$ cat src/rtl/sram_burst_master.sv
// -----------------------------------------------------------------------------
// sram_burst_master
//
// Burst initiator for the on-chip config SRAM. Takes one command (read or
// write, base byte address, word count, byte mask) from the control plane and
// then moves the words over valid/ready streams. Every SRAM access cycle is
// generated here.
//
// Ports:
//   clk, rst_n                  clock (posedge) and async active-low reset
//   cmd_valid/cmd_ready         command handshake
//   cmd_write/addr/len/sel      command fields (len 0..256 legal)
//   wr_valid/wr_ready/wr_data   write-data stream into the SRAM
//   rd_valid/rd_ready/rd_data   read-data stream out of the SRAM
//   busy, done, err             status; done/err are one-cycle pulses
//   ce_o, we_o, addr_o, sel_o,  SRAM access port (driven combinationally)
//   data_o, data_i              data_i is combinational read data
// -----------------------------------------------------------------------------
module sram_burst_master #(
    parameter int ADDR_W     = 32,
    parameter int DATA_W     = 32,
    parameter int DEPTH_LOG2 = 8,
    parameter int LEN_W      = 9
) (
    input  logic              clk,
    input  logic              rst_n,
    input  logic              cmd_valid,
    output logic              cmd_ready,
    input  logic              cmd_write,
    input  logic [ADDR_W-1:0] cmd_addr,
    input  logic [LEN_W-1:0]  cmd_len,
    input  logic [3:0]        cmd_sel,
    input  logic              wr_valid,
    output logic              wr_ready,
    input  logic [DATA_W-1:0] wr_data,
    output logic              rd_valid,
    input  logic              rd_ready,
    output logic [DATA_W-1:0] rd_data,
    output logic              busy,
    output logic              done,
    output logic              err,
    output logic              ce_o,
    output logic              we_o,
    output logic [ADDR_W-1:0] addr_o,
    output logic [3:0]        sel_o,
    output logic [DATA_W-1:0] data_o,
    input  logic [DATA_W-1:0] data_i
);

    // Word index occupies addr[IDX_HI:2]; it wraps inside the SRAM while the
    // bits above it keep the base value.
    localparam int               IDX_HI  = DEPTH_LOG2 + 1;
    localparam logic [LEN_W-1:0] MAX_LEN = LEN_W'(1 << DEPTH_LOG2);
    localparam logic [LEN_W-1:0] ONE     = LEN_W'(1);

    typedef enum logic [2:0] {
        S_IDLE,
        S_WRITE,
        S_READ,
        S_DRAIN,
        S_FIN
    } state_t;

    state_t              state_q, state_d;
    logic [ADDR_W-1:0]   cur_addr_q, cur_addr_d;
    logic [LEN_W-1:0]    remaining_q, remaining_d;
    logic [3:0]          sel_q, sel_d;
    logic                err_q, err_d;
    logic                rd_valid_q, rd_valid_d;
    logic [DATA_W-1:0]   rd_data_q, rd_data_d;
    logic                issue;

    function automatic logic [ADDR_W-1:0] next_addr(input logic [ADDR_W-1:0] a);
        logic [ADDR_W-1:0] r;
        r            = a;
        r[IDX_HI:2]  = a[IDX_HI:2] + 1'b1;
        return r;
    endfunction

    // NOTE: every signal written here gets a default first so no path can
    // leave it unassigned; that is what keeps this block free of latches.
    always_comb begin
        state_d     = state_q;
        cur_addr_d  = cur_addr_q;
        remaining_d = remaining_q;
        sel_d       = sel_q;
        err_d       = err_q;
        rd_valid_d  = rd_valid_q;
        rd_data_d   = rd_data_q;
        issue       = 1'b0;
        wr_ready    = 1'b0;
        ce_o        = 1'b0;
        we_o        = 1'b0;
        addr_o      = '0;
        sel_o       = '0;
        data_o      = '0;

        case (state_q)
            S_IDLE: begin
                if (cmd_valid) begin
                    cur_addr_d  = {cmd_addr[ADDR_W-1:2], 2'b00};
                    remaining_d = cmd_len;
                    sel_d       = cmd_sel;
                    err_d       = 1'b0;
                    if (cmd_len == '0) begin
                        state_d = S_FIN;
                    end else if (cmd_len > MAX_LEN) begin
                        err_d   = 1'b1;
                        state_d = S_FIN;
                    end else begin
                        state_d = cmd_write ? S_WRITE : S_READ;
                    end
                end
            end

            S_WRITE: begin
                wr_ready = 1'b1;
                addr_o   = cur_addr_q;
                if (wr_valid) begin
                    ce_o        = 1'b1;
                    we_o        = 1'b1;
                    sel_o       = sel_q;
                    data_o      = wr_data;
                    cur_addr_d  = next_addr(cur_addr_q);
                    remaining_d = remaining_q - ONE;
                    if (remaining_q == ONE) state_d = S_FIN;
                end
            end

            S_READ: begin
                // Only fetch when the single output slot is empty or being
                // emptied this cycle, so a stalled word is never overwritten.
                issue  = (!rd_valid_q || rd_ready) && (remaining_q != '0);
                addr_o = cur_addr_q;
                if (issue) begin
                    ce_o        = 1'b1;
                    sel_o       = 4'hF;
                    rd_data_d   = data_i;
                    rd_valid_d  = 1'b1;
                    cur_addr_d  = next_addr(cur_addr_q);
                    remaining_d = remaining_q - ONE;
                    if (remaining_q == ONE) state_d = S_DRAIN;
                end else if (rd_ready) begin
                    rd_valid_d = 1'b0;
                end
            end

            S_DRAIN: begin
                if (rd_valid_q && rd_ready) begin
                    rd_valid_d = 1'b0;
                    state_d    = S_FIN;
                end
            end

            S_FIN: begin
                state_d = S_IDLE;
            end

            default: begin
                state_d = S_IDLE;
            end
        endcase
    end

    // NOTE: state registers use non-blocking assignments so every register
    // samples the pre-edge values regardless of statement order.
    always_ff @(posedge clk or negedge rst_n) begin
        if (!rst_n) begin
            state_q     <= S_IDLE;
            cur_addr_q  <= '0;
            remaining_q <= '0;
            sel_q       <= '0;
            err_q       <= 1'b0;
            rd_valid_q  <= 1'b0;
            rd_data_q   <= '0;
        end else begin
            state_q     <= state_d;
            cur_addr_q  <= cur_addr_d;
            remaining_q <= remaining_d;
            sel_q       <= sel_d;
            err_q       <= err_d;
            rd_valid_q  <= rd_valid_d;
            rd_data_q   <= rd_data_d;
        end
    end

    assign cmd_ready = (state_q == S_IDLE);
    assign busy      = (state_q != S_IDLE);
    assign done      = (state_q == S_FIN);
    assign err       = (state_q == S_FIN) && err_q;
    assign rd_valid  = rd_valid_q;
    assign rd_data   = rd_data_q;

endmodule

$ cat config.mk
export PLATFORM = sky130hd
export DESIGN_NAME = sram_burst_master
export DESIGN_NICKNAME = d
export VERILOG_FILES = /design/src/rtl/sram_burst_master.sv
export SDC_FILE = /design/constraint.sdc
export NUM_CORES = 1
export LEC_CHECK = 0
export ABC_CLOCK_PERIOD_IN_PS = 2000
export CAP_MARGIN = 10
export CORE_MARGIN = 2
export CORE_UTILIZATION = 30
export DETAILED_ROUTE_END_ITERATION = 16
export PLACE_DENSITY = 0.67
export SYNTH_ARGS = -nofsm -noshare
export SYNTH_HDL_FRONTEND = slang
export SYNTH_SLANG_ARGS = --single-unit
export TNS_END_PERCENT = 1
$ cat constraint.sdc
create_clock -name clk -period 2 [get_ports clk]
set_clock_uncertainty 0.1 [all_clocks]
set_input_delay 0.2 -clock clk [delete_from_list [all_inputs] [get_ports clk]]
set_output_delay 0.2 -clock clk [all_outputs]
set_load 0.02 [all_outputs]
==> results of run 1 <==
-- cell usage after synthesis (all sizes together), types with 2 or more instances --
library cell / count / area share, %
nor2: 16 / 1.5
dfrtp: 80 / 49
and3: 2 / 0.31
a21oi: 19 / 2.3
nand3: 5 / 0.61
buf: 16 / 2.3
clkbuf: 10 / 0.92
or2: 2 / 0.31
inv: 10 / 0.92
nand2: 29 / 2.7
or3: 2 / 0.31
or4: 2 / 0.46
o2bb2ai: 3 / 0.65
o22ai: 5 / 0.77
nor3b: 3 / 0.55
ha: 6 / 1.8
and2: 61 / 9.4
mux2: 60 / 17
nor4: 3 / 0.83
nor2b: 2 / 0.31
a22oi: 3 / 0.55
a31oi: 2 / 0.46
nor3: 7 / 0.98
a2bb2oi: 4 / 0.86
o21ai: 16 / 2.0
-- stage by stage --
| stage | area (um2) | worst slack, ns | utilization, % |
|---|---|---|---|
| 2_1_floorplan | 4110 | -0.0236 | - |
| 3_3_place_gp | 6800 | -0.236 | 51.4 |
| 3_5_place_dp | 6800 | -0.280 | 51.4 |
| 4_1_cts | 7010 | -0.124 | 52.9 |
| 5_1_grt | 7080 | -0.164 | 53.5 |
| 6_report | 7080 | -0.0903 | 53.5 |
-- registers in the layout (all words and copies together), names as in the netlist --
register and cells:
rd_data 32, state_q 3, remaining_q 9, sel_q 4, cur_addr_q 30, rd_valid 1
err_q 1
-- where the power goes --
part           switching [mW]  internal (mW)
combinational            3.58           3.62
sequential              0.526           2.47
clock                   0.667          0.966
-- kinds of logic after synthesis --
| logic type | after synthesis |
|---|---|
| adder cells (fa/ha/maj) | 6 |
| multiplexers | 61 |
| AND/OR/NAND/NOR | 136 |
| buffers and inverters | 36 |
| XOR/XNOR | 1 |
| AO/OA/AOI/OAI | 59 |
| flip-flops | 80 |
| other | 1 |
-- worst paths after layout --
| check | from | to | slack [ns] | depth (start not counted) |
|---|---|---|---|---|
| worst max-delay path | remaining_q[0] | state_q[0] | -0.09 | 8 |
| worst min-delay path | rst_n | rd_data[16] | 0.27 | 2 |
| worst max register to register | remaining_q[0] | state_q[0] | -0.09 | 8 |
| worst min register to register | cur_addr_q[22] | cur_addr_q[22] | 0.40 | 1 |
| max in group asynchronous | rst_n | cur_addr_q[18] | 0.92 | 3 |
| min in group clk | cmd_addr[3] | cur_addr_q[3] | 0.36 | 3 |
-- per-layer routing --
metal / wire [um] / vias up
met3: 878 / 32
met5: 0 / -
met1: 5250 / 1832
met4: 390 / 0
li1: - / 1810
met2: 6430 / 142
-- worst max-delay path: cells and delay by family, from the launching register on --
family / cells / cell delay [ns]
adders and majority gates: 1 / 0.15
DFF: 1 / 0.36
muxes: 1 / 0.31
buffers and inverters: 2 / 0.21
AOI/OAI and AO/OA: 1 / 0.21
and+or+nand+nor: 3 / 0.65
-- timing repair --
item                                   4_1_cts  5_1_grt
cloned                                       0        0
hold buffers                                 1        0
pin swaps                                    3        2
buffers inserted                             0        2
endpoints found under the hold margin       35        0
setup endpoints to repair                  140      123
gates resized for setup                    334       20
-- cell type report --
type	count	area share, %
Sequential cell	80	28.3
Multi-Input combinational cell	265	28.5
Clock inverter	7	1.03
Timing Repair Buffer	266	35.3
Inverter	10	0.566
Tap cell	176	3.11
Clock buffer	9	3.18
-- placed cells by master (no fill, tap or decap), types with 8 or more instances in the layout --
master / n
o21ai_0: 16
buf_4: 67
and2_1: 58
clkbuf_16: 9
clkdlybuf4s50_1: 144
nor2_1: 14
dfrtp_1: 78
nand2_1: 24
mux2_2: 59
buf_2: 19
buf_6: 16
a21oi_1: 19
clkdlybuf4s15_2: 8
==> metrics.txt, run 1 <==
Highest Clock Rate=0.478 GHz; Inserted Clock Buffers=9; Post-DP HPWL=9900 um; H-tree depth=3; DR vias/cell=4.69; vias in the first global route=4066; Post-DRT Antenna Nets=0; failing checks=setup timing; drt first pass iters=4; via count=3816; Syn Area/Cell=10.7 um2; Max Transition Viols Final=0; Critical Path Max Stage Delay=0.44 ns; met3 usage=5.38%; final-report setup violation count=15; #FFs+latches synth=80; Finished Layout Cells=813; Top Ports=223; Die W=121 um; Die ar.=0.0145 mm2; Multi-input gate area=0.00202 mm2; CP required=2.12 ns; maximum vdd drop=860 uV; # port buffers=218; first-pass GRT wire length=20300 um; largest net degree at the start of global routing=46; worst-path cell with the longest stage delay=or4_4; clk buf depth=2; top_reg_cell synth=dfrtp_1; Cell Area, Synth=0.00407 mm2; clk_lat worst skew=0.33 ns; pwr dens=1670 mW/mm2; maximum fanout along the worst path=3; Core Box Area=0.0132 mm2; Post-Synth XOR/XNOR Area=0.215%; GPL Wtd Cong=0.898; setup tns final=-0.538 ns; Starting Density=30.8%; Placement Rows=42; Synth Area in Simple Gates=18.5%; initial DRC count=149; drt drc=0; Register Area=0.00200 mm2; CTS Sinks=80; Chip Height=121 um; Clk pin slew, worst setup/hold paths=0.06 ns; fin crit period=2.09 ns; post-DR wirelength/cell=15.9 um; Adder-Cell Fraction of Synth Area=1.84%; largest family of logic cells by synthesized area=simple AND/OR/NAND/NOR gates; sequential area share after synthesis=49.1%; GR Overflow Total=0; GRT busiest layer=met2; async set-reset flop share out of synthesis=100%; Inst Count DP=794; DRT Wirelength=13000 um; GR met1 Demand/Resource=21.0%; post-synthesis compound-gate area fraction=9.09%; post-synthesis mux area share=16.9%; Root Buffer=clkbuf_16; RSZ-0062 raised after global routing=yes; area delta synth->final=73.8%; warnings from Yosys=0; Leak=3.14 nW; initial antenna violation count=0; WS Path Type=flop to flop; fin crit share=105%; Layout Nets=753; CP arrival=2.21 ns; share of cells above drive strength 1=35.8%; final worst slack=-0.0903 ns; critical path capture point type=flop; Post-Syn Instances=380; CP startpoint kind=flop; Tot Pwr=11.8 mW; crit path cell chain=inv_2, ha_4, nor3b_4, a31oi_2, buf_4, nor2_1, or4_4, mux2_4; worst hold margin=0.269 ns; met2 Usage GRT=29.2%; post-synthesis cell type count=43; CTS tree=yes; hold crit path type=input port to async pin; final-layout fill cell count=1199; EDFF count, synth=0; status=finished, violations left; n_diodes=0; maxcap violations=0; gr usage total=17.7%; Final Hold Vio Count=0
(Power assumes the default switching activity.)
==> run 2: changes to the inputs <==
--- a/config.mk
+++ b/config.mk
@@ -9,6 +9,7 @@
 export CAP_MARGIN = 10
 export CORE_MARGIN = 2
 export CORE_UTILIZATION = 30
+export CTS_CLUSTER_SIZE = 30
 export DETAILED_ROUTE_END_ITERATION = 16
 export PLACE_DENSITY = 0.67
 export SYNTH_ARGS = -nofsm -noshare
==> results of run 2 <==
The final DEF is identical to that of run 1; final timing and power are the same.
